===== config.mk =====
export PLATFORM = sky130hd
export DESIGN_NAME = uart_tx_fifo
export DESIGN_NICKNAME = d
export VERILOG_FILES = /design/src/rtl/uart_tx_fifo.sv
export SDC_FILE = /design/constraint.sdc
export NUM_CORES = 1
export LEC_CHECK = 0
export CAP_MARGIN = 20
export CORE_MARGIN = 5
export CORE_UTILIZATION = 50
export CTS_CLUSTER_SIZE = 25
export DETAILED_ROUTE_END_ITERATION = 6
export DONT_BUFFER_PORTS = 1
export PLACE_DENSITY = 0.71
export SYNTH_ARGS = -nofsm -noshare
export SYNTH_HDL_FRONTEND = slang
export SYNTH_SLANG_ARGS = --single-unit
export TNS_END_PERCENT = 5

===== constraint.sdc =====
create_clock -name sys_clk_i -period 6.45 [get_ports sys_clk_i]
set_input_delay 0.3225 -clock sys_clk_i [delete_from_list [all_inputs] [get_ports sys_clk_i]]
set_output_delay 0.3225 -clock sys_clk_i [all_outputs]
set_load 0.01 [all_outputs]

===== src/rtl/uart_tx_fifo.sv =====
// uart_tx_fifo: transmit-only UART with a write FIFO in front of the serializer.
// Frames are start bit, DATA_WIDTH data bits sent LSB first, an optional
// parity bit, then STOP_BITS stop bits. Each bit lasts baud_div_i+1 clocks.
// The divisor is captured when a frame starts, so changing it mid-frame
// has no effect on that frame.
module uart_tx_fifo #(
   parameter int DATA_WIDTH  = 8,
   parameter int FIFO_DEPTH  = 16,
   parameter int DIV_WIDTH   = 16,
   parameter int PARITY_MODE = 0,
   parameter int STOP_BITS   = 1
) (
   input  logic                          sys_clk_i,
   input  logic                          sys_rst_i,
   input  logic [DIV_WIDTH-1:0]          baud_div_i,
   input  logic                          uart_wr_i,
   input  logic [DATA_WIDTH-1:0]         uart_dat_i,
   output logic                          uart_full_o,
   output logic                          uart_empty_o,
   output logic [$clog2(FIFO_DEPTH):0]   uart_level_o,
   output logic                          uart_ovf_o,
   output logic                          uart_busy,
   output logic                          uart_tx
);

   localparam int ADDR_WIDTH    = $clog2(FIFO_DEPTH);
   localparam int BIT_CNT_WIDTH = $clog2(DATA_WIDTH);

   localparam logic [ADDR_WIDTH:0]    FULL_LEVEL = (ADDR_WIDTH + 1)'(FIFO_DEPTH);
   localparam logic [BIT_CNT_WIDTH-1:0] LAST_BIT = BIT_CNT_WIDTH'(DATA_WIDTH - 1);
   localparam logic                   LAST_STOP  = (STOP_BITS == 2);
   localparam logic                   ODD_PARITY = (PARITY_MODE == 2);
   localparam logic                   HAS_PARITY = (PARITY_MODE != 0);

   typedef enum logic [2:0] {
      IDLE,
      START,
      DATA,
      PARITY,
      STOP
   } tx_state_t;

   // FIFO storage and bookkeeping
   logic [DATA_WIDTH-1:0] fifo_mem [FIFO_DEPTH];
   logic [ADDR_WIDTH-1:0] wr_ptr;
   logic [ADDR_WIDTH-1:0] rd_ptr;
   logic [ADDR_WIDTH:0]   level_q;
   logic                  ovf_q;
   logic [DATA_WIDTH-1:0] fifo_head;
   logic                  push;
   logic                  pop;

   // Serializer state
   tx_state_t              state;
   logic [DIV_WIDTH-1:0]   baud_cnt;
   logic [DIV_WIDTH-1:0]   div_q;
   logic [DATA_WIDTH-1:0]  shift_q;
   logic                   parity_q;
   logic [BIT_CNT_WIDTH-1:0] bit_cnt;
   logic                   stop_cnt;
   logic                   tx_q;
   logic                   bit_done;
   logic                   stop_last;
   logic                   line_value;

   // Status flags come straight from the level register, so the write strobe
   // never reaches them combinationally.
   assign uart_full_o  = (level_q == FULL_LEVEL);
   assign uart_empty_o = (level_q == '0);
   assign uart_level_o = level_q;
   assign uart_ovf_o   = ovf_q;
   assign uart_busy    = (state != IDLE) || !uart_empty_o;
   assign uart_tx      = tx_q;

   assign fifo_head = fifo_mem[rd_ptr];
   assign push      = uart_wr_i && !uart_full_o;
   assign bit_done  = (baud_cnt == div_q);
   assign stop_last = (stop_cnt == LAST_STOP);

   // A new frame is pulled from the FIFO either from idle or at the very end
   // of the last stop bit, which keeps back-to-back frames gap-free.
   assign pop = !uart_empty_o &&
                ((state == IDLE) || ((state == STOP) && bit_done && stop_last));

   // Line level implied by the current serializer state; registered below.
   always_comb begin
      line_value = 1'b1;
      case (state)
         START:   line_value = 1'b0;
         DATA:    line_value = shift_q[0];
         PARITY:  line_value = parity_q;
         default: line_value = 1'b1;
      endcase
   end

   // FIFO data array; contents need no reset because level gates every read.
   always_ff @(posedge sys_clk_i) begin
      if (push) begin
         fifo_mem[wr_ptr] <= uart_dat_i;
      end
   end

   // FIFO pointers, occupancy and sticky overflow. A write against a full
   // FIFO is dropped even when a pop frees a slot on the same edge.
   always_ff @(posedge sys_clk_i or negedge sys_rst_i) begin
      if (!sys_rst_i) begin
         wr_ptr  <= '0;
         rd_ptr  <= '0;
         level_q <= '0;
         ovf_q   <= 1'b0;
      end else begin
         if (push) begin
            wr_ptr <= wr_ptr + 1'b1;
         end
         if (pop) begin
            rd_ptr <= rd_ptr + 1'b1;
         end
         if (push && !pop) begin
            level_q <= level_q + 1'b1;
         end else if (!push && pop) begin
            level_q <= level_q - 1'b1;
         end
         if (uart_wr_i && uart_full_o) begin
            ovf_q <= 1'b1;
         end
      end
   end

   // Frame sequencer: walks START, DATA, PARITY, STOP with one bit period per
   // step and keeps the serial line in a register.
   always_ff @(posedge sys_clk_i or negedge sys_rst_i) begin
      if (!sys_rst_i) begin
         state    <= IDLE;
         baud_cnt <= '0;
         div_q    <= '0;
         shift_q  <= '0;
         parity_q <= 1'b0;
         bit_cnt  <= '0;
         stop_cnt <= 1'b0;
         tx_q     <= 1'b1;
      end else begin
         tx_q <= line_value;
         case (state)
            IDLE: begin
               if (pop) begin
                  shift_q  <= fifo_head;
                  parity_q <= (^fifo_head) ^ ODD_PARITY;
                  div_q    <= baud_div_i;
                  baud_cnt <= '0;
                  state    <= START;
               end
            end
            START: begin
               if (bit_done) begin
                  baud_cnt <= '0;
                  bit_cnt  <= '0;
                  state    <= DATA;
               end else begin
                  baud_cnt <= baud_cnt + 1'b1;
               end
            end
            DATA: begin
               if (bit_done) begin
                  baud_cnt <= '0;
                  shift_q  <= shift_q >> 1;
                  if (bit_cnt == LAST_BIT) begin
                     stop_cnt <= 1'b0;
                     state    <= HAS_PARITY ? PARITY : STOP;
                  end else begin
                     bit_cnt <= bit_cnt + 1'b1;
                  end
               end else begin
                  baud_cnt <= baud_cnt + 1'b1;
               end
            end
            PARITY: begin
               if (bit_done) begin
                  baud_cnt <= '0;
                  stop_cnt <= 1'b0;
                  state    <= STOP;
               end else begin
                  baud_cnt <= baud_cnt + 1'b1;
               end
            end
            STOP: begin
               if (bit_done) begin
                  baud_cnt <= '0;
                  if (stop_last) begin
                     if (pop) begin
                        shift_q  <= fifo_head;
                        parity_q <= (^fifo_head) ^ ODD_PARITY;
                        div_q    <= baud_div_i;
                        state    <= START;
                     end else begin
                        state <= IDLE;
                     end
                  end else begin
                     stop_cnt <= 1'b1;
                  end
               end else begin
                  baud_cnt <= baud_cnt + 1'b1;
               end
            end
            default: begin
               state <= IDLE;
            end
         endcase
      end
   end

endmodule


==> After elaboration in Yosys (flattened, before gate mapping) <==
Memory sizes are Yosys's and may differ from the RTL's.
Index checks and enable logic that the tools add are counted.
{ "totals": {"regBits": 63, "ram_bits": 128, "inputBits": 27, "out_inout_bits": 10, "word_cells": 105, "mem_count": 1} }
{ "memory_table": {"columns": ["name", "words", "word_bits", "rd", "rd_ports_with_merged_regs", "write_ports", "line_no", "source"], "rows": [
  ["fifo_mem", 16, 8, 1, 0, 1, "44", "logic [DATA_WIDTH-1:0] fifo_mem [FIFO_DEPTH];"]
]} }
{ "classes": {"n_addsub": 6, "eq_ne": 15, "mux": 40, "bitwise_logic": 1, "n_reduce_logical": 30} }
{ "ops": {"columns": ["op", "count"], "rows": [
  ["$mux 16", 5],
  ["$pmux 16 s2", 2],
  ["$mux 8", 4],
  ["$mux 3", 10],
  ["$pmux 8 s3", 1],
  ["$add 16x1->16 const B", 1],
  ["$eq 16x16->1", 1],
  ["$ne 2x2->1 const B", 8],
  ["$pmux 3 s5", 1],
  ["$mux 1", 11],
  ["$mux 5", 2],
  ["$reduce_bool 3->1", 3],
  ["$add 4x1->4 const B", 2],
  ["$reduce_and 4->1", 2],
  ["$reduce_bool 2->1", 4],
  ["$reduce_xor 8->1", 1],
  ["$logic_and 1x1->1", 7],
  ["$reduce_and 7->1", 1],
  ["$eq 3x2->1 const B", 2],
  ["$eq 3x3->1 const B", 2],
  ["$pmux 1 s3", 2],
  ["$pmux 3 s2", 1],
  ["$add 5x1->5 const B", 1],
  ["$eq 5x5->1 const B", 1],
  ["other kinds (13)", 17]
]} }

==> Longest topological paths before layout <==
Gate-level depths: netlist of run 1.
{ "logic_depth": {"word_depth": 9, "ltp_mapped": 14, "depth_no_buf": 13} }

==> Worst setup path after synthesis of run 1 <==
No wires, ideal clock.
{ "synth_timing": {"kind": "register to register", "start": "register baud_cnt[3]", "end": "register level_q[4], in the netlist uart_level_o[4]", "setup_ns": 0.123, "arrival_ns": 2.749, "required_time_ns": 6.327, "slack_ns": 3.579, "stages_incl_launch_ff": 15, "n_path_buf": 1, "synth_period_minus_slack_ns": 2.871, "path_cell_list": "dfrtp_1 -> xor2_1 -> nor4_1 -> nand4_1 -> nand2_1 -> nand2_1 -> buf_4 -> ha_1 -> inv_1 -> ha_1 -> a21o_1 -> a21oi_1 -> xnor2_1 -> nor2_1 -> xnor2_1"} }
{ "synth_via": {"elab_chain_cells": 8, "elab_cells_between_ends": 10} }
{ "synth_rtl": {"columns": ["item", "line_no", "source"], "rows": [
  ["start, declared", "55", "logic [DIV_WIDTH-1:0] baud_cnt;"],
  ["start signal, assigned", "159", "baud_cnt <= baud_cnt + 1'b1;"],
  ["start signal, assigned", "173", "baud_cnt <= baud_cnt + 1'b1;"],
  ["start signal, assigned", "182", "baud_cnt <= baud_cnt + 1'b1;"],
  ["$eq 16x16->1 (*)", "77", "assign bit_done = (baud_cnt == div_q);"],
  ["$logic_and 1x1->1 (*) (2 in a row)", "83", "((state == IDLE) || ((state == STOP) && bit_done && stop_last));"],
  ["$logic_or 1x1->1 (*)", "83", null],
  ["$logic_and 1x1->1 (*)", "82", "assign pop = !uart_empty_o &&"],
  ["$logic_not 1->1", "118", "if (push && !pop) begin"],
  ["$logic_and 1x1->1", "118", null],
  ["$mux 5 / $reduce_bool 2->1 (equally long branches)", null, null],
  ["end signal, assigned", "119", "level_q <= level_q + 1'b1;"],
  ["end signal, assigned", "121", "level_q <= level_q - 1'b1;"],
  ["end, declared", "47", "logic [ADDR_WIDTH:0] level_q;"]
]} }
Mark *: on every way between the ends. The rest lies on a longest branch, timed or not.
A chain may end at the register's enable or synchronous reset.

==> Final worst setup path of run 1 <==
{ "layout_timing": {"start": "register level_q[1], in the netlist uart_level_o[1]", "end": "register level_q[4], in the netlist uart_level_o[4]"} }
{ "layout_via": {"elab_chain_cells": 6, "elab_cells_between_ends": 15} }
{ "layout_rtl": {"columns": ["item", "line_no", "source"], "rows": [
  ["$logic_not 5->1 (*)", "69", "assign uart_empty_o = (level_q == '0);"],
  ["named net uart_empty_o", "19", "output logic uart_empty_o,"],
  ["$logic_not 1->1 (*)", "82", null],
  ["$logic_and 1x1->1 (*)", "82", null],
  ["$logic_not 1->1", "118", null],
  ["$logic_and 1x1->1", "118", null],
  ["$mux 5 / $reduce_bool 2->1 (equally long branches)", null, null]
]} }
Mark *: on every way through the listed nets, which the timed path passes. The rest lies on a longest branch. The select of a mux whose other input is x is not followed.

==> summary by stage, run 1 <==
Critical path
In this run the critical register-to-register path is launched from uart_level_o[1]. The critical path is of the flop to flop type. Data on the critical path is required at its endpoint by 6.77 ns. The critical path startpoint category is a flop.

The critical path data arrival time is 3.85 ns. Along the worst path, the maximum fanout reaches 23. The worst register-to-register path has a setup slack of 2.93 ns.

The length in cells of the worst reg-to-reg path is 13. The category of the worst setup path capture point is a flop. The capturing point of the worst reg2reg path is uart_level_o[4].

Finish
The multi-input combinational cells in the finished layout cover a total of 0.00252 mm². The sequential cells in the finished layout cover a total of 0.00540 mm². The net count of the finished layout is 573. Counting the fill cells in the layout gives 1,220. The library cells used most frequently in the layout, excluding fill and tap cells, are sky130_fd_sc_hd__edfxtp_1 (128), sky130_fd_sc_hd__dfrtp_1 (60), sky130_fd_sc_hd__nand2_1 (43). The synthesis-to-layout area growth is 11.0%. The fraction of final layout cells sized beyond drive strength 1 is 15.0%. The finished layout holds 762 standard cells, fillers aside. The final core area utilization is 56.7%. The most frequent standard cell in the layout excluding fill and tap cells is sky130_fd_sc_hd__edfxtp_1. The number of antenna repair diodes is 0.

Die
The die outline height is 137 µm. After floorplanning, the core was divided into 46 placement rows. The die covers 0.0189 mm². The die is 137 µm wide.

The floorplan step defined a core boundary enclosing 0.0159 mm². The effective utilization at floorplan is 51.1%. The I/O pin count is 37.

STA
For this run, the top clock speed supported by timing is 284 MHz. The transition time at the pin with the least slew margin is 0.981 ns. Between clock sinks in the finished design, the worst skew comes to 0.00956 ns. In the final timing run, aggregate negative setup slack is 0 ns.

The total count of max-transition violations in the final report is 0. The tightest slew margin relative to the limit is 34.4%. Of the available clock period, the critical path in the final layout requires 54.6%. The total of endpoints with negative setup slack in the final report is 0. The final-report hold violation count is 0. The worst hold-check slack is 0.0316 ns. The smallest clock period supported by the final layout is computed as 3.52 ns. Setup repair after global routing left no endpoint under its margin.

Routing
The via count is 4,235. Wire segments on met3 add up to 661 µm in the final route. Dividing the detail-routed via count by the number of cells gives 5.56. The wire length on met2 is 7800 µm. The wire length per cell after detailed routing is 19.9 µm. The routed design has 15,200 µm of wire. The top layer reached by signal wires is met4. For this run, design rule violations remaining after detail routing come to 0.

The wire length on met1 is 6540 µm. The antenna violation net count after detailed routing is 0. The number of iterations in the first detailed-routing pass is 4.

The violation count after the first detailed-route iteration is 392.

Clock tree
For this design, the CTS-stage hold fixing added 11 buffers. For this design, the sink count on the clock tree is 190. Post-CTS repair changed the size of 0 cells.

In this run the post-CTS setup repair buffer count came out at 0. The clock passes through at most 2 buffers. The later pin in the worst-skew pair is clocked with a latency of 0.44 ns. The number of CTS-inserted buffers is 17. The H-tree was split into 4 levels.

The buffer type at the clock tree root is sky130_fd_sc_hd__clkbuf_16. The clock tree from TritonCTS is built. Clock-pin slew was measured on the worst setup and hold paths at 0.08 ns.

Placement
Routability-driven placement finished with a final weighted congestion of 0.738. In this run, placement finished with an instance count of 719. The detailed placer's ending HPWL is 9600 µm. In this run the tool buffered the top-level ports with 0 buffer cells.

Yosys
Counting every net in the synthesized netlist gives 558. The count of synthesis-stage warnings from yosys is 0. Yosys mapped a number of flops with a built-in enable equal to 128.

In this run the cell area of the synthesized design comes to 0.00811 mm². The distinct cell type count after synthesis is 44. The fraction of synthesis flops using an asynchronous set or reset pin is 32.6%. The most instantiated flip-flop cell in the synthesis netlist is sky130_fd_sc_hd__edfxtp_1. The number of synthesized register bits is 190.

For this run, the register share of the synthesized area comes to 66.5%. A synthesized cell averages 15.7 µm². The gate count of the mapped netlist is 518.

Outcome
The run finished with clean final reports.

Global routing
In the global route stage, overall resource usage came out at 17.3%. The final global-route overflow total is 0. The via count of the first global-routing pass was 4,468.

The initial antenna violation count is 0. The first-pass GRT wire length is 24,200 µm. The largest net degree at the start of global routing is 63.

Job
The max capacitance violation total is 0.

Pwr
VDD sags by at most 254 µV. The power per cell area is 450 mW/mm². The leakage power summed over all cells is 3.31 nW.

Hold path
The path type of the worst min-delay path is input pin to flop. The worst hold path terminates at div_q[6]. Counting instances, the worst hold path has a depth of 1. The launch point of the worst hold path is baud_div_i[6].
power breakdown:
| group | switching [mW] | internal, mW |
|---|---|---|
| sequential | 0.157 | 1.54 |
| clock | 0.512 | 0.519 |
| combinational | 0.711 | 0.614 |
| total | 1.38 | 2.67 |
cell families after synthesis:
group | synth area share [%]
adders and majority gates | 2.10
xor gates and xnor gates | 4.75
AOI/OAI and AO/OA | 4.35
and+or+nand+nor | 7.09
buffers and inverters | 2.42
DFF | 66.5
muxes | 12.8
worst max-delay path: stages (launching register included):
cell	delay [ns]
sky130_fd_sc_hd__dfrtp_1	0.47
sky130_fd_sc_hd__nor4_1	0.67
sky130_fd_sc_hd__and2_1	0.33
sky130_fd_sc_hd__nor3_1	0.13
sky130_fd_sc_hd__nand2_1	0.10
sky130_fd_sc_hd__buf_4	0.29
sky130_fd_sc_hd__ha_1	0.29
sky130_fd_sc_hd__inv_1	0.11
sky130_fd_sc_hd__ha_1	0.33
sky130_fd_sc_hd__a21o_1	0.17
sky130_fd_sc_hd__a21oi_1	0.18
sky130_fd_sc_hd__xnor2_1	0.14
sky130_fd_sc_hd__nor2_1	0.07
sky130_fd_sc_hd__xnor2_1	0.13
how the worst max path moves through the flow:
| stage | slack [ns] | end | cells past startpoint | from |
|---|---|---|---|---|
| floorplan | 3.58 | uart_level_o[4] | 14 | baud_cnt[3] |
| global placement | 3.01 | uart_level_o[4] | 13 | uart_level_o[1] |
| detailed placement | 2.91 | uart_level_o[4] | 13 | uart_level_o[1] |
| CTS | 2.88 | uart_level_o[4] | 13 | uart_level_o[1] |
| global route | 2.71 | uart_level_o[4] | 13 | uart_level_o[1] |
| finish | 2.93 | uart_level_o[4] | 13 | uart_level_o[1] |
layer usage:
metal  track usage [%]  up-vias
li1                  -     1991
met1              22.8     2147
met2              29.0       79
met3              4.20       18
met4              4.66        0
met5                 0        -
flip-flops by register name, indices dropped and copies added, names as in the netlist:
register,flops
fifo_mem,128
baud_cnt,16
div_q,16
shift_q,8
uart_level_o,5
rd_ptr,4
wr_ptr,4
bit_cnt,3
state,3
parity_q,1
uart_ovf_o,1
uart_tx,1
cell usage after synthesis, types with 2 or more instances:
cell type / count / share of area [%]
sky130_fd_sc_hd__clkdlybuf4s25_2: 3 / 0.37
sky130_fd_sc_hd__nor3_1: 8 / 0.49
sky130_fd_sc_hd__buf_6: 3 / 0.42
sky130_fd_sc_hd__nor2_1: 35 / 1.6
sky130_fd_sc_hd__mux2_2: 17 / 2.4
sky130_fd_sc_hd__xor2_1: 29 / 3.1
sky130_fd_sc_hd__o22ai_1: 2 / 0.15
sky130_fd_sc_hd__o21ai_0: 23 / 1.4
sky130_fd_sc_hd__buf_2: 6 / 0.37
sky130_fd_sc_hd__nand4_1: 4 / 0.31
sky130_fd_sc_hd__nand2_1: 43 / 2.0
sky130_fd_sc_hd__nand3_1: 7 / 0.43
sky130_fd_sc_hd__a22oi_1: 17 / 1.6
sky130_fd_sc_hd__buf_4: 2 / 0.18
sky130_fd_sc_hd__inv_1: 10 / 0.46
sky130_fd_sc_hd__nor4_1: 6 / 0.46
sky130_fd_sc_hd__mux4_1: 12 / 3.9
sky130_fd_sc_hd__a21oi_1: 4 / 0.25
sky130_fd_sc_hd__or3_1: 4 / 0.31
sky130_fd_sc_hd__mux4_2: 20 / 5.6
sky130_fd_sc_hd__or2_2: 2 / 0.15
sky130_fd_sc_hd__dfrtp_1: 61 / 19
sky130_fd_sc_hd__a21o_1: 5 / 0.46
sky130_fd_sc_hd__and2_1: 3 / 0.23
sky130_fd_sc_hd__mux2i_1: 8 / 0.99
sky130_fd_sc_hd__and3_1: 2 / 0.15
sky130_fd_sc_hd__edfxtp_1: 128 / 47
sky130_fd_sc_hd__nand2b_1: 5 / 0.39
sky130_fd_sc_hd__ha_1: 12 / 1.9
sky130_fd_sc_hd__nor2b_1: 3 / 0.23
sky130_fd_sc_hd__clkbuf_1: 7 / 0.32
sky130_fd_sc_hd__xnor2_1: 15 / 1.6
cell type report:
cell class / count / area share (%)
clock inverters: 15 / 1.85
well taps: 216 / 3.00
flip-flops and latches: 190 / 59.9
multi-input cells: 295 / 28.0
clock buffers: 17 / 4.72
repair buffers: 19 / 2.08
inverters: 10 / 0.417
metrics by stage:
step           instance area (µm²)  power, mW  setup slack [ns]
2_1_floorplan                 8110       2.77              3.58
3_3_place_gp                  8290       2.99              3.01
3_5_place_dp                  8290       3.03              2.91
4_1_cts                       9010       4.10              2.88
5_1_grt                       9010       4.29              2.71
6_report                      9010       4.05              2.93
(Power assumes the default switching activity.)
==> run 2: changes to the inputs <==
--- a/config.mk
+++ b/config.mk
@@ -11,7 +11,7 @@
 export CTS_CLUSTER_SIZE = 25
 export DETAILED_ROUTE_END_ITERATION = 6
 export DONT_BUFFER_PORTS = 1
-export PLACE_DENSITY = 0.71
+export PLACE_DENSITY = 0.74
 export SYNTH_ARGS = -nofsm -noshare
 export SYNTH_HDL_FRONTEND = slang
 export SYNTH_SLANG_ARGS = --single-unit
==> constraint.sdc (replaced) <==
create_clock -name sys_clk_i -period 2.9 [get_ports sys_clk_i]
set_input_delay 0.145 -clock sys_clk_i [delete_from_list [all_inputs] [get_ports sys_clk_i]]
set_output_delay 0.145 -clock sys_clk_i [all_outputs]
set_load 0.01 [all_outputs]
==> summary by stage, run 2 (synthesis results as in run 1) <==
Critical path
STA classifies the critical path startpoint as a flop. The category of the worst setup path capture point is a flop. The startpoint of the worst setup timing path is baud_cnt[13]. The maximum fanout count along the critical path is 6 (-74%). The worst setup path is of the flop to flop kind. The critical path required time was 3.21 ns (-3.56 ns). The worst register-to-register path begins at baud_cnt[13].

The critical path data arrival time is 3.00 ns (-0.85 ns).

Finish
The most frequent standard cell in the layout excluding fill and tap cells is sky130_fd_sc_hd__edfxtp_1. The area occupied by multi-input gates is 0.00255 mm² (+1.3%). The net count of the finished layout is 610 (+6.5%). The final-layout fill cell count is 1,180 (-3.3%). The flip-flop count of the largest register after layout came to 128 (unchanged). The library cells used most frequently in the layout, excluding fill and tap cells, are sky130_fd_sc_hd__edfxtp_1 (128), sky130_fd_sc_hd__dfrtp_1 (59), sky130_fd_sc_hd__nand2_1 (42). The synthesis-to-layout area growth is 15.8%.

The total non-filler cell area in the finished layout was 0.00940 mm² (+4.3%). The footprint of the flip-flops and latches is 0.00540 mm² (about the same). fifo_mem holds more flip-flops than any other register.

The largest registers in the layout are fifo_mem x128, baud_cnt x16, div_q x16. The fraction of final layout cells sized beyond drive strength 1 is 18.7% (+3.7 points).

Die
The die outline height is 137 µm (unchanged). The overall die area is 0.0189 mm² (unchanged). The placement row count is 46 (unchanged). The I/O pin count is 37 (unchanged). The effective utilization at floorplan is 51.1% (unchanged). The horizontal extent of the die is 137 µm (unchanged). The area of the core region is 0.0159 mm² (unchanged).

Routing
The via count is 4,465 (+5.4%). The antenna violation net count after detailed routing is 0 (unchanged). The post-route DRC violation count is 0 (unchanged). The violation count after the first detailed-route iteration is 312 (-20%). The wire length per cell after detailed routing is 19.6 µm (-1.5%). The wire length after detailed routing is 15,700 µm (+3.6%).

The via density per instance is 5.57 (+0.30%). The number of iterations in the first detailed-routing pass is 5 (+1).

STA
The total count of max-transition violations in the final report came to 0 (unchanged). The final-report hold violation count is 0 (unchanged). The tightest slew margin relative to the limit came to 44.0% (+9.7 points). The transition time at the pin with the least slew margin is 0.836 ns (-0.144 ns). The total of endpoints with negative setup slack in the final report was 0 (unchanged). The final critical-path required period is 2.69 ns (-0.835 ns). The post-route clock period utilization is 92.6% (+38 points). The clock skew after layout is 0.0103 ns (+0.000729 ns). The final setup TNS is 0 ns (unchanged). The fmax is 372 MHz (+31%). Setup repair after global routing left no endpoint under its margin. The worst hold-check slack was 0.234 ns (+0.202 ns).

Global routing
The largest net degree at the start of global routing was 63 (unchanged). The global-route total usage across every layer is 17.7% (+0.35 points). The initial antenna violation count is 2 (+2). The via count of the first global-routing pass is 4,724 (+5.7%). The first-pass GRT wire length was 24,900 µm (+2.7%). The final global-route overflow total is 0 (unchanged).

Placement
The count of input and output buffers is 0 (unchanged). The placed cell area is 0.00847 mm² (+2.2%). The detailed placer's ending HPWL is 10,300 µm (+7.4%).

The final estimated routing congestion in global placement was 0.780 (+5.7%).

Pwr
The design internal power is 6.13 mW (+130%). The switching power summed over all nets came to 3.12 mW (+130%). The part of the power in registers is 40.3% (-1.5 points).

The leakage power summed over all cells came to 3.50 nW (+5.6%). The portion of total power attributed to combinational logic is 34.9% (+2.2 points). The portion of total power attributed to the clock network is 24.7% (-0.8 points). The switching portion of total power is 33.7% (-0.36 points). The total power after layout is 9.25 mW (+130%). The power per cell area is 984 mW/mm² (+120%). The worst voltage drop across the vdd grid is 478 µV (+88%).

Clock tree
The CTS sink count came to 190 (unchanged). In this run the clock root is driven by a sky130_fd_sc_hd__clkbuf_16. The number of buffers on the longest clock path is 2 (unchanged). The maximum level of the CTS H-tree is 4 (unchanged). The number of CTS-inserted buffers is 17 (unchanged).

The buffers inserted during post-CTS setup optimization is 0 (unchanged). The clock tree from TritonCTS is built. The clock-pin transition on the worst setup and hold timing paths came to 0.07 ns (about the same). The later-pin clock latency in the skew report is 0.43 ns (about the same).

Hold path
The path type of the worst min-delay path is input pin to flop. In this run the most critical hold path is launched from uart_wr_i.

Outcome
The run finished with clean final reports.

Job
The max capacitance violation total is 0 (unchanged).
-- run 2: cell types whose count changed in the layout (fill, tap and decap cells not counted), sizes merged --
| cell | previous run | this run |
|---|---|---|
| clkbuf | 17 | 18 |
| clkinv | 7 | 8 |
| buf | 9 | 30 |
| clkinvlp | 2 | 1 |
| diode | 0 | 2 |
| inv | 16 | 15 |
| dlygate4sd3 | 10 | 26 |
-- run 2: metal layers --
| layer | global-route usage, % | up-vias | wire length, µm |
|---|---|---|---|
| met5 | 0 | - | 0 |
| li1 | - | 2054 | - |
| met4 | 4.88 | 0 | 159 |
| met2 | 29.8 | 144 | 8050 |
| met1 | 22.9 | 2250 | 6640 |
| met3 | 4.46 | 17 | 865 |
-- run 2: layout make-up --
class | instances | share of cell area, %
Antenna cell | 2 | 0.0533
Clock buffer | 18 | 4.57
Clock inverter | 14 | 1.82
Inverter | 10 | 0.399
Multi-Input combinational cell | 295 | 27.2
Sequential cell | 190 | 57.4
Tap cell | 216 | 2.88
Timing Repair Buffer | 56 | 5.65
-- run 2: final timing paths --
check / end / cells after the start / slack, ns
max: uart_level_o[4] / 13 / 0.21
min: wr_ptr[0] / 3 / 0.23
max reg2reg: uart_level_o[4] / 13 / 0.21
min reg2reg: shift_q[5] / 2 / 0.49
max in group asynchronous: uart_tx / 2 / 2.33
min in group asynchronous: div_q[8] / 2 / 0.25
-- run 2: critical path: stages, from the launching register on --
cell                      delay [ns]
sky130_fd_sc_hd__dfrtp_2        0.45
sky130_fd_sc_hd__xor2_1         0.18
sky130_fd_sc_hd__nor4_2         0.32
sky130_fd_sc_hd__nand4_1        0.17
sky130_fd_sc_hd__nand2_1        0.13
sky130_fd_sc_hd__nand2_2        0.09
sky130_fd_sc_hd__ha_4           0.21
sky130_fd_sc_hd__inv_2          0.08
sky130_fd_sc_hd__ha_1           0.27
sky130_fd_sc_hd__a21o_1         0.17
sky130_fd_sc_hd__a21oi_1        0.17
sky130_fd_sc_hd__xnor2_1        0.15
sky130_fd_sc_hd__nor2_1         0.07
sky130_fd_sc_hd__xnor2_1        0.12
-- run 2: metrics by stage --
step	utilization [%]	worst slack, ns	std cells
floorplan	-	0.0288	518
global placement	53.3	0.0250	740
detailed placement	53.3	0.0421	740
CTS	58.9	0.0882	799
global route	59.2	0.0213	801
finish	59.2	0.215	801
-- run 2: what timing repair did --
action / CTS / global route
endpoints found under the hold margin: 207 / 0
hold buffers: 27 / 0
gates cloned: 0 / 0
endpoints found under the setup margin: 1 / 2
pin swaps: 0 / 3
resized for setup: 1 / 7
-- run 2: power groups by stage --
| stage | Sequential (mW) | Clock [mW] | Combinational (mW) |
|---|---|---|---|
| floorplan | 3.69 | 0 | 2.46 |
| global placement | 3.76 | 0 | 3.01 |
| detailed placement | 3.79 | 0 | 3.11 |
| CTS | 3.73 | 2.32 | 3.22 |
| global route | 3.78 | 2.44 | 3.53 |
| finish | 3.73 | 2.29 | 3.23 |
==> run 3: changes to the inputs <==
--- a/config.mk
+++ b/config.mk
@@ -11,7 +11,7 @@
 export CTS_CLUSTER_SIZE = 25
 export DETAILED_ROUTE_END_ITERATION = 6
 export DONT_BUFFER_PORTS = 1
-export PLACE_DENSITY = 0.74
+export PLACE_DENSITY_LB_ADDON = 0.15
 export SYNTH_ARGS = -nofsm -noshare
 export SYNTH_HDL_FRONTEND = slang
 export SYNTH_SLANG_ARGS = --single-unit
==> constraint.sdc (replaced) <==
create_clock -name sys_clk_i -period 2.2 [get_ports sys_clk_i]
set_input_delay 0.11 -clock sys_clk_i [delete_from_list [all_inputs] [get_ports sys_clk_i]]
set_output_delay 0.11 -clock sys_clk_i [all_outputs]
set_load 0.01 [all_outputs]
==> summary by stage, run 3 (synthesis results as in run 1) <==
Pwr
The worst voltage drop across the vdd grid came to 604 µV (+26%). The design internal power was 8.77 mW (+43%). The portion of total power attributed to combinational logic is 38.9% (+4.0 points). The switching power summed over all nets is 4.30 mW (+38%).

The power per cell area is 1320 mW/mm² (+34%). The portion of total power attributed to the clock network was 23.7% (-1.0 points). The switching portion of total power is 32.9% (-0.82 points). The part of the power in registers was 37.4% (-2.9 points). The leakage power summed over all cells is 3.81 nW (+8.8%).

STA
The post-route clock period utilization is 112% (+19 points). The clock skew after layout came to 0.0104 ns (+0.000147 ns). The tightest slew margin relative to the limit came to 55.9% (+12 points).

The fmax is 407 MHz (+9.4%). The final-report hold violation count is 0 (unchanged). The transition time at the pin with the least slew margin is 0.660 ns (-0.176 ns). The final critical-path required period was 2.46 ns (-0.230 ns). The total of endpoints with negative setup slack in the final report came to 4 (+4). The post-layout worst setup margin is -0.256 ns (-0.470 ns).

The worst hold-check slack is 0.174 ns (-0.0600 ns). The final setup TNS is -0.763 ns (-0.763 ns). The total count of max-transition violations in the final report is 0 (unchanged). Setup repair after global routing could not meet its margin everywhere.

Routing
The antenna violation net count after detailed routing is 0 (unchanged). The via count is 4,622 (+3.5%). The wire length per cell after detailed routing is 18.8 µm (-4.2%).

The number of iterations in the first detailed-routing pass is 4 (-1). The post-route DRC violation count is 0 (unchanged). The via density per instance is 5.39 (-3.2%). The violation count after the first detailed-route iteration is 359 (+15%). The wire length after detailed routing came to 16,100 µm (+2.5%).

Outcome
The final reports fail on negative setup slack. The run finished, with violations left.

Global routing
The largest net degree at the start of global routing is 63 (unchanged). The first-pass GRT wire length is 25,900 µm (+3.9%). The global-route total usage across every layer was 18.6% (+0.92 points). The via count of the first global-routing pass is 4,756 (+0.68%). The initial antenna violation count is 2 (unchanged). The final global-route overflow total was 0 (unchanged).

Hold path
The path type of the worst min-delay path is input pin to flop.

Finish
The library cell used most frequently in the layout, excluding fill and tap cells, is sky130_fd_sc_hd__edfxtp_1. The flip-flop count of the largest register after layout is 128 (unchanged). The fraction of final layout cells sized beyond drive strength 1 is 28.8% (+10 points).

The total non-filler cell area in the finished layout is 0.00993 mm² (+5.7%). Leaving out fill and tap cells, the most frequent cells in the layout are sky130_fd_sc_hd__edfxtp_1 (128), sky130_fd_sc_hd__buf_4 (82), sky130_fd_sc_hd__dfrtp_1 (60). The synthesis-to-layout area growth is 22.4%. The net count of the finished layout came to 666 (+9.2%). The largest registers in the layout are fifo_mem x128, baud_cnt x16, div_q x16.

The final core area utilization is 62.5% (+3.3 points). The largest register by flop count is fifo_mem.

Placement
The detailed placer's ending HPWL is 10,600 µm (+2.9%). The final estimated routing congestion in global placement is 0.783 (+0.37%). The count of input and output buffers is 0 (unchanged).

The placed cell area is 0.00892 mm² (+5.3%). The pre-CTS setup slack is -0.346 ns (-0.388 ns).

Clock tree
The number of buffers on the longest clock path is 2 (unchanged). The later-pin clock latency in the skew report is 0.43 ns (about the same). The number of CTS-inserted buffers was 17 (unchanged). The clock-pin transition on the worst setup and hold timing paths is 0.08 ns (about the same). The cell sitting at the root of the clock tree is a sky130_fd_sc_hd__clkbuf_16. The CTS sink count came to 190 (unchanged). TritonCTS built the clock tree. The maximum level of the CTS H-tree was 4 (unchanged).

Critical path
The maximum fanout count along the critical path is 3 (-3). The critical path data arrival time is 2.81 ns (-0.19 ns). The setup slack of the most critical reg-to-reg path is -0.26 ns (-0.47 ns). The worst setup path is launched from a flop.

In this run the critical register-to-register path is captured at uart_level_o[4]. In this run the critical register-to-register path is launched from baud_cnt[3]. The worst setup path is captured at a flop. The length in cells of the worst reg-to-reg path is 13 (unchanged). In this run the worst setup path begins at baud_cnt[3]. The critical path required time is 2.55 ns (-0.66 ns). The worst setup path endpoint is uart_level_o[4].

The setup path with the least slack is of type flop to flop.

Die
The area of the core region is 0.0159 mm² (unchanged). The I/O pin count is 37 (unchanged). The overall die area was 0.0189 mm² (unchanged). The horizontal extent of the die is 137 µm (unchanged). The effective utilization at floorplan came to 51.1% (unchanged). The placement row count is 46 (unchanged).

The die outline height is 137 µm (unchanged).

Job
The max capacitance violation total came to 0 (unchanged).
run 3: cell count changes in the layout (fill, tap and decap cells not counted), sizes merged:
cell / previous run / this run
bufinv: 0 / 1
buf: 30 / 86
inv: 15 / 17
clkbuf: 18 / 17
clkinvlp: 1 / 2
clkinv: 8 / 5
run 3: repair_timing:
| action | CTS | global route |
|---|---|---|
| hold endpoints to repair | 207 | 0 |
| buffers inserted | 2 | 0 |
| endpoints found under the setup margin | 5 | 79 |
| hold buffers | 27 | 0 |
| resized for setup | 10 | 11 |
| pin swaps | 12 | 6 |
run 3: worst min path at each step:
stage	from	end	depth (start not counted)	slack (ns)
final	uart_wr_i	wr_ptr[0]	3	0.17
after global routing	uart_wr_i	wr_ptr[0]	3	0.18
after CTS	uart_wr_i	wr_ptr[0]	3	0.17
after detailed placement	sys_rst_i	div_q[3]	0	-0.18
after global placement	sys_rst_i	div_q[3]	0	-0.18
after floorplan	sys_rst_i	baud_cnt[0]	0	-0.19
run 3: layout make-up:
cell class | count | area (µm²)
inverter | 10 | 37.5
sequential | 190 | 5400
antenna | 2 | 5.00
timing repair buffer | 112 | 955
fill | 1218 | 5960
tap | 216 | 270
clock buffer | 17 | 425
multi-input combinational | 295 | 2650
clock inverter | 15 | 190
run 3: stage by stage:
stage | std cells | total power [mW]
finish | 857 | 13.1
global route | 857 | 13.9
CTS | 855 | 13.1
detailed placement | 794 | 9.80
global placement | 794 | 9.69
floorplan | 518 | 8.19
run 3: worst max-delay path, stage by stage (launching register included):
cell and delay [ns]:
sky130_fd_sc_hd__dfrtp_1 0.40, sky130_fd_sc_hd__xor2_1 0.18, sky130_fd_sc_hd__nor4_2 0.30, sky130_fd_sc_hd__nand4_1 0.17, sky130_fd_sc_hd__nand2_2 0.14, sky130_fd_sc_hd__nand2_4 0.07, sky130_fd_sc_hd__ha_4 0.19, sky130_fd_sc_hd__fa_2 0.35
sky130_fd_sc_hd__inv_2 0.05, sky130_fd_sc_hd__a21o_1 0.11, sky130_fd_sc_hd__a21oi_2 0.05, sky130_fd_sc_hd__xnor2_1 0.11, sky130_fd_sc_hd__nor2_1 0.13, sky130_fd_sc_hd__xnor2_1 0.13
run 3: power by group through the flow:
stage	combinational [mW]	clock [mW]	sequential (mW)
after floorplan	3.31	0	4.87
after global placement	4.76	0	4.93
after detailed placement	4.83	0	4.97
after CTS	5.07	3.18	4.90
after global routing	5.59	3.33	4.95
final	5.09	3.10	4.89
run 3: layer usage:
metal	up-vias	track usage (%)	share of wire, %
met3	19	4.13	4.6
met1	2332	25.5	44
met5	-	0	0
met2	101	30.1	50
met4	0	5.49	1.7
li1	2170	-	-
